`src/rtl/prbs_pkg.sv`:
```
// Shared PRBS definitions: tap table, FSM states and small arithmetic helpers
// used by the sync checker and the PRBS generator.
package prbs_pkg;

    typedef enum logic {
        HUNT   = 1'b0,
        LOCKED = 1'b1
    } lock_state_e;

    // Second feedback tap; the first tap is always the polynomial order itself.
    function automatic int prbs_tap2(input int order);
        case (order)
            7:       return 6;
            15:      return 14;
            23:      return 18;
            default: return 28;
        endcase
    endfunction

    function automatic logic [6:0] popcount64(input logic [63:0] v);
        logic [6:0] c;
        c = '0;
        for (int i = 0; i < 64; i++) begin
            c = c + {6'd0, v[i]};
        end
        return c;
    endfunction

    function automatic logic [63:0] sat_add64(input logic [63:0] a, input logic [63:0] b);
        logic [64:0] s;
        s = {1'b0, a} + {1'b0, b};
        return s[64] ? '1 : s[63:0];
    endfunction

    function automatic logic [15:0] sat_inc16(input logic [15:0] a);
        return (a == '1) ? a : a + 16'd1;
    endfunction

endpackage

```
`src/rtl/prbs_predict.sv`:
```
// Combinational self-synchronising PRBS predictor: expected word and bit-error
// vector from the received history and the current word, plus the advanced history.
module prbs_predict
    import prbs_pkg::*;
#(
    parameter int W      = 32,
    parameter int PRBS_N = 31,
    parameter bit INVERT = 1'b0
) (
    input  logic [PRBS_N-1:0] hist,
    input  logic [W-1:0]      data_in,
    output logic [W-1:0]      bit_err,
    output logic [PRBS_N-1:0] next_hist
);

    localparam int TAP2 = prbs_tap2(PRBS_N);

    // ext[i+k] is the bit received k bit-times before data_in[i], whether it
    // lies in this word or in the history.
    logic [PRBS_N+W-1:0] ext;
    logic [W-1:0]        expected;

    assign ext = {hist, data_in};

    always_comb begin
        for (int i = 0; i < W; i++) begin
            expected[i] = ext[i+PRBS_N] ^ ext[i+TAP2] ^ INVERT;
        end
    end

    assign bit_err   = expected ^ data_in;
    assign next_hist = ext[PRBS_N-1:0];

endmodule

```
`config.mk`:
```
export PLATFORM = sky130hd
export DESIGN_NAME = prbs_predict
export DESIGN_NICKNAME = d
export VERILOG_FILES = /design/src/rtl/prbs_pkg.sv /design/src/rtl/prbs_predict.sv
export SDC_FILE = /design/constraint.sdc
export NUM_CORES = 1
export LEC_CHECK = 0
export ABC_AREA = 1
export CAP_MARGIN = 20
export CORE_MARGIN = 10
export CORE_UTILIZATION = 31
export DETAILED_ROUTE_END_ITERATION = 10
export GPL_TIMING_DRIVEN = 0
export PLACE_DENSITY = 0.84
export SYNTH_ARGS = -nofsm -noshare
export SYNTH_HDL_FRONTEND = slang
export SYNTH_SLANG_ARGS = --single-unit
```
`constraint.sdc`:
```
create_clock -name vclk -period 0.8
set_clock_uncertainty 0.2 [all_clocks]
set_input_delay 0.16 -clock vclk [all_inputs]
set_output_delay 0.16 -clock vclk [all_outputs]
set_load 0.01 [all_outputs]
```
==> impl_metrics.py, run 1 <==
metrics = {
    "synthesis": {
        "synth_area_leader_cell": "nand2_1",
        "synth-seq-area-share_pct": 0,
        "yosys-mux-area-fraction_pct": 0,
        "netlist_instances": 286,
        "post_synth_xor_area_fraction_pct": 0,
        "synth_cell_types": 5,
        "synth.net_count": 349,
        "synthTopCellsByArea": "nand2_1, buf_4, inv_1",
        "synth-compound-area-share_pct": 0,
        "synthSimpleGateAreaFrac_pct": 61.9,
        "post-synth-top-count-cell": "nand2_1",
        "synth.cell_area_mm2": 0.00123,
        "netlist_top_cells_count": "nand2_1, inv_1, nand3_1",
        "post_synth_fa_ha_maj_area_fraction_pct": 0,
        "synth_top_family_by_area": "simple AND/OR/NAND/NOR gates",
        "share_of_the_synthesized_area_in_the_top_cell_type_pct": 48.8,
        "yosys_warnings": 0,
        "avgSynthCellArea_um2": 4.30,
    },
    "die": {
        "die_height_um": 83.0,
        "die-width_um": 83.0,
        "num_rows": 22,
        "io_pins": 126,
        "initial_utilization_pct": 32.9,
    },
    "placement": {
        "port_buffers": 126,
        "dp.cells": 460,
        "finalWeightedCongestion": 0.773,
        "post-dp-hpwl_mm": 4.74,
        "placement.cell_area_mm2": 0.00263,
        "place_worst_setup_slack_ns": -1.11,
    },
    "status": {
        "stop_error": "[ERROR DPL-0038] Utilization greater than 100%, impossible to legalize",
        "run_status": "did not finish",
        "failing_step": "global routing",
    },
    "timing": {
        "worst_endpoint_after_global_route_timing_repair": "bit_err[12]",
        "endpoint_type": "top-level output",
    },
    "grt": {
        "largest_net_degree_at_the_start_of_global_routing": 5,
    },
    "cts": {
        "postCtsHoldBufs": 0,
    },
}
what timing repair did:
action | 4_1_cts
resized for setup | 856
setup buffers | 1
endpoints found under the setup margin | 63
pin swaps | 82
stage by stage:
stage / setup TNS (ns) / hold slack [ns] / utilization, %
CTS: -7.09 / 0.362 / 88.1
detailed placement: -61.29 / 1.16 / 70.2
global placement: -60.68 / 1.17 / 70.2
floorplan: 0 / 0.212 / -
logic make-up after synthesis:
family	count (synthesis)
simple gates	192
buf+inv	94
==> inputs of run 2 (changes only) <==
--- a/config.mk
+++ b/config.mk
@@ -8,10 +8,10 @@
 export ABC_AREA = 1
 export CAP_MARGIN = 20
 export CORE_MARGIN = 10
-export CORE_UTILIZATION = 31
+export CORE_UTILIZATION = 25
 export DETAILED_ROUTE_END_ITERATION = 10
 export GPL_TIMING_DRIVEN = 0
-export PLACE_DENSITY = 0.84
+export PLACE_DENSITY_LB_ADDON = 0.15
 export SYNTH_ARGS = -nofsm -noshare
 export SYNTH_HDL_FRONTEND = slang
 export SYNTH_SLANG_ARGS = --single-unit
==> impl_metrics.py, run 2 <==
metrics = {
    "status": {
        "run_status": "complete, but fails checks",
        "failed_checks": "setup timing",
    },
    "grt": {
        "antenna_violations_before_repair": 0,
        "largest_net_degree_at_the_start_of_global_routing": 5,
        "grt_first_pass_wirelength_mm": 9.20,
        "gr-usage-all-layers_pct": 12.8,
        "vias_in_the_first_global_route": 2060,
        "grt_overflow": 0,
    },
    "detailed_routing": {
        "drt-total-wl_mm": 6.63,
        "wl_per_cell_um": 13.7,
        "drt_first_pass_iters": 2,
        "route.detailed.drc": 0,
        "postRouteAntennaNets": 0,
        "viasPerCell": 4.38,
        "route.vias.total": 2114,
        "initial_drt_markers": 40,
    },
    "layout": {
        "numSequentialCells": 0,
        "num_antenna_cells": 0,
        "clockBufferCount": 0,
        "final.fill_count": 309,
        "syn_to_final_growth_pct": 217,
        "final_layout_size_suffix_gt1_share_pct": 79.1,
        "final_common_cell": "buf_6",
        "sequential_cell_area_um2": 0,
        "final_cell_mix": "buf_6, nand2_2, nand2_1, buf_8, nand2_4",
        "multiInputGateArea_mm2": 0.00128,
        "final_net_count": 481,
    },
    "timing": {
        "setup-tns-final_ns": -7.29,
        "setup_viol": 63,
        "post-route-worst-setup-slack_ns": -0.263,
        "final_period_minus_worst_setup_slack_ns": 1.06,
        "slew_headroom_pct": 92.9,
        "max_freq_mhz": 941,
        "measured_slew_at_the_worst_slew_check_pin_ns": 0.107,
        "timing.final.max_slew_violations": 0,
        "timing.final.crit_share_pct": 133,
        "hold_viol": 0,
        "rsz0062_at_grt": "true",
    },
    "synthesis": {
        "synth_cell_types": 5,
        "synth_area_leader_cell": "nand2_1",
        "synth.cell_area_mm2": 0.00123,
        "post_synth_xor_area_fraction_pct": 0,
        "synthTopCellsByArea": "nand2_1, buf_4, inv_1",
        "avgSynthCellArea_um2": 4.30,
        "netlist_top_cells_count": "nand2_1, inv_1, nand3_1",
        "netlist_instances": 286,
        "yosys_warnings": 0,
        "synth.net_count": 349,
        "share_of_the_synthesized_area_in_the_top_cell_type_pct": 48.8,
        "post_synth_fa_ha_maj_area_fraction_pct": 0,
        "post-synth-top-count-cell": "nand2_1",
        "synth-compound-area-share_pct": 0,
        "synth_top_family_by_area": "simple AND/OR/NAND/NOR gates",
        "synthSimpleGateAreaFrac_pct": 61.9,
        "yosys-mux-area-fraction_pct": 0,
        "synth-seq-area-share_pct": 0,
    },
    "die": {
        "initial_utilization_pct": 25.9,
        "design.core.area_mm2": 0.00475,
        "die-width_um": 90.1,
        "die_footprint_mm2": 0.00813,
        "die_height_um": 90.1,
        "num_rows": 25,
        "io_pins": 126,
    },
    "worst_setup_path": {
        "cp.required_ns": 0.44,
        "timing.critical_path.from_type": "input pin",
        "critical_path_class": "in -> out",
        "crit_slowest_cell": "buf_12",
        "cp_cell_sequence": "buf_12, inv_8, nand2_4, nand2_2, nand2_2, nand2_2, buf_6",
        "crit_path_end_kind": "primary output",
        "crit_path_max_fo": 3,
        "crit_path_max_incr_delay_ns": 0.12,
        "cp_data_arrival_time_ns": 0.70,
        "critical-path-top-cell-by-count": "nand2_2",
    },
    "worst_hold_path": {
        "worstHoldPathType": "in -> out",
    },
    "cts": {
        "postCtsHoldBufs": 0,
    },
    "placement": {
        "place_worst_setup_slack_ns": -1.10,
        "post-dp-hpwl_mm": 4.53,
        "finalWeightedCongestion": 0.711,
        "port_buffers": 126,
    },
    "power_and_ir_drop": {
        "lkg_pwr_nw": 2.17,
        "power_density_mw_per_mm2": 613,
        "totalPowerFinal_mw": 2.39,
        "vdd_drop_max_mv": 0.313,
    },
    "flow_run": {
        "max_cap_viol_count": 0,
    },
}
[run 2: critical path: cells and delay by family]
family / cells / cell delay (ns)
buffers and inverters: 3 / 0.27
AND/OR/NAND/NOR: 4 / 0.26
[run 2: worst paths after layout]
check	startpoint	to	depth (start not counted)
min	data_in[3]	next_hist[3]	3
max	hist[19]	bit_err[23]	7
[run 2: power breakdown]
group | internal, mW | switching [mW]
combinational | 1.37 | 1.01
clock | 0 | 0
sequential | 0 | 0
[run 2: through the flow]
stage | cell area, µm² | hold slack [ns] | util, % | instances
floorplan | 1310 | 0.212 | - | 286
global placement | 2650 | 1.17 | 55.8 | 479
detailed placement | 2650 | 1.17 | 55.8 | 479
CTS | 3310 | 0.363 | 69.7 | 481
global route | 3890 | 0.370 | 81.9 | 483
finish | 3890 | 0.359 | 81.9 | 483
[run 2: per-layer routing]
layer	up-vias	GRT usage (%)	part of all wire (%)
li1	1076	-	-
met5	-	0	0
met3	2	3.99	6.3
met4	0	0.663	0.48
met1	972	12.4	32
met2	64	26.4	61
[run 2: cells by family after synthesis]
family                 Yosys count
buffers and inverters           94
AND/OR/NAND/NOR                192
[run 2: area by class of cell]
class / instances / share of cell area [%]
inverter: 63 / 11.3
buffer: 31 / 8.97
multi-input combinational: 192 / 32.8
timing repair buffer: 130 / 44.7
tap: 67 / 2.15
[run 2: what timing repair did]
action	CTS	global route
setup buffers	2	2
setup endpoints to repair	63	63
resized for setup	854	154
pin swaps	105	84
Power figures use the tool's default switching activity.
==> variant: new RTL, settings of run 2 <==
`W`: 32 -> 16.
--- a/src/rtl/prbs_predict.sv
+++ b/src/rtl/prbs_predict.sv
@@ -3,7 +3,7 @@
 module prbs_predict
     import prbs_pkg::*;
 #(
-    parameter int W      = 32,
+    parameter int W      = 16,
     parameter int PRBS_N = 31,
     parameter bit INVERT = 1'b0
 ) (
Interface: changed (resized bit_err and data_in); port bits go from 126 to 94. No check against the original RTL was run, so the function may have changed too.
==> variant against run 2 <==
  * The flow still finishes with violations (negative setup slack)
  * Wire length fell by 44%
  * Worst setup slack gained 0.038 ns
  * Total power down 44%
  * Largest cell class unchanged
  * Area after synthesis down 39%
  * Final area shrank 43%
  * Combinational power is 44% lower
==> variant: results (changes against run 2) <==
Setup Viol. Count Final 35 (-44%); placed cells 275 (-43%); Leakage Power 1.251 nW (-42%); Net Sw Frac 0.4140 (-0.01075); drt pass-1 iters 4 (+2); seq_cells 0 (unchanged); arrival time worst endpoint 0.67 ns (-0.03 ns); CP max stage cell buf_8; Diodes inserted 0 (unchanged); critical path fanouts, max 3 (unchanged); outcome finished, violations left; CP peak stage delay 0.10 ns (-0.02 ns); GRT Overall Usage 0.1133 (-0.01465); row count 19 (-24%); Synth Area in Compound Gates 0 (unchanged); area share of xor/xnor cells in the synthesized design 0 (unchanged); seq pwr 0 mW; DRT Wirelength 3691 um (-44%); Netlist cell types 4 (-1); post-synthesis mux area share 0 (unchanged); input/output buffers 82 (-35%); hold path depth 2 (-1); failing checks negative setup slack; GPL Wtd Cong 0.7250 (+1.9%); Final nets 293 (-39%); sequential area share after synthesis 0 (unchanged); Synth area leaders nand2_1 (40%), buf_4 (31%), inv_1 (18%); clock buffers 0 (unchanged); first-pass GRT wire length 5250 um (-43%); share of layout cells above drive strength 1 0.8443 (+0.05340); synth warn 0 (unchanged); pre-CTS WS -1.072 ns (+0.02649 ns); synthesized area per cell 4.595 sq um (+6.9%); HP Class in2out; adder-cell share of the synthesized area 0 (unchanged); Vias 1200 (-43%); DR iter-0 viols 11 (-73%); Setup WS post-layout -0.2255 ns (+0.03769 ns); Clock power frac 0 (unchanged); Peak VDD IR 330.2 uV (+5.7%); slew margin rel. 0.9364 (+0.007834); detail-routed net length per standard cell 13.42 um (-2.2%); largest net degree at the start of global routing 4 (-1); nets in the synthesized netlist 209 (-40%); Hold Startpoint hist[3]; Commonest cells post-synth nand2_1 (80), inv_1 (35), buf_4 (31); dpl hpwl 2659 um (-41%); initial antenna violation count 0 (unchanged); Min-Delay Endpoint next_hist[19]; Crit path max-delay family simple AND/OR/NAND/NOR gates; vias in the first global route 1250 (-39%)
-- variant: how the worst max path moves through the flow --
stage | from | slack (ns) | endpoint
2_1_floorplan | hist[15] | 0.004 | bit_err[0]
3_3_place_gp | hist[21] | -1.07 | bit_err[9]
3_5_place_dp | hist[17] | -1.07 | bit_err[2]
4_1_cts | hist[18] | -0.21 | bit_err[6]
5_1_grt | hist[23] | -0.25 | bit_err[8]
6_report | hist[15] | -0.23 | bit_err[0]
-- variant: repair_timing --
item	CTS	global route
gates resized for setup	504	83
pin swaps	59	37
setup buffers	0	1
setup endpoints to repair	47	35
-- variant: layout make-up --
cell class / instances / area, sq um
inverters: 35 / 219.0
fillers: 216 / 603.1
repair buffers: 83 / 996.0
multi-input cells: 96 / 655.6
well taps: 31 / 38.79
plain buffers: 30 / 292.8
-- variant: layer usage --
metal  wire, um  part of all wire  GRT usage
met1       1135              0.31     0.1015
met2       2072              0.56     0.2373
met3        431              0.12    0.04521
met4         51             0.014   0.008403
met5          0                 0          0
-- variant: through the flow --
| stage | setup TNS, ns | hold slack [ns] | power (mW) | area (sq um) | utilization |
|---|---|---|---|---|---|
| 3_5_place_dp | -37.17 | 0.6960 | 0.9859 | 1644 | 0.5861 |
| 5_1_grt | -4.407 | 0.3132 | 1.439 | 2202 | 0.7850 |
| 3_3_place_gp | -37.05 | 0.6948 | 0.9779 | 1644 | 0.5861 |
| 2_1_floorplan | 0 | 0.2118 | 0.4256 | 784.5 | - |
| 4_1_cts | -3.549 | 0.3104 | 1.170 | 1909 | 0.6806 |
| 6_report | -3.687 | 0.3071 | 1.340 | 2202 | 0.7850 |
-- variant: cells by family (layout without fill, tap and decap cells) --
logic type,after synthesis,in the layout
buffers and inverters,66,148
AND/OR/NAND/NOR,96,96
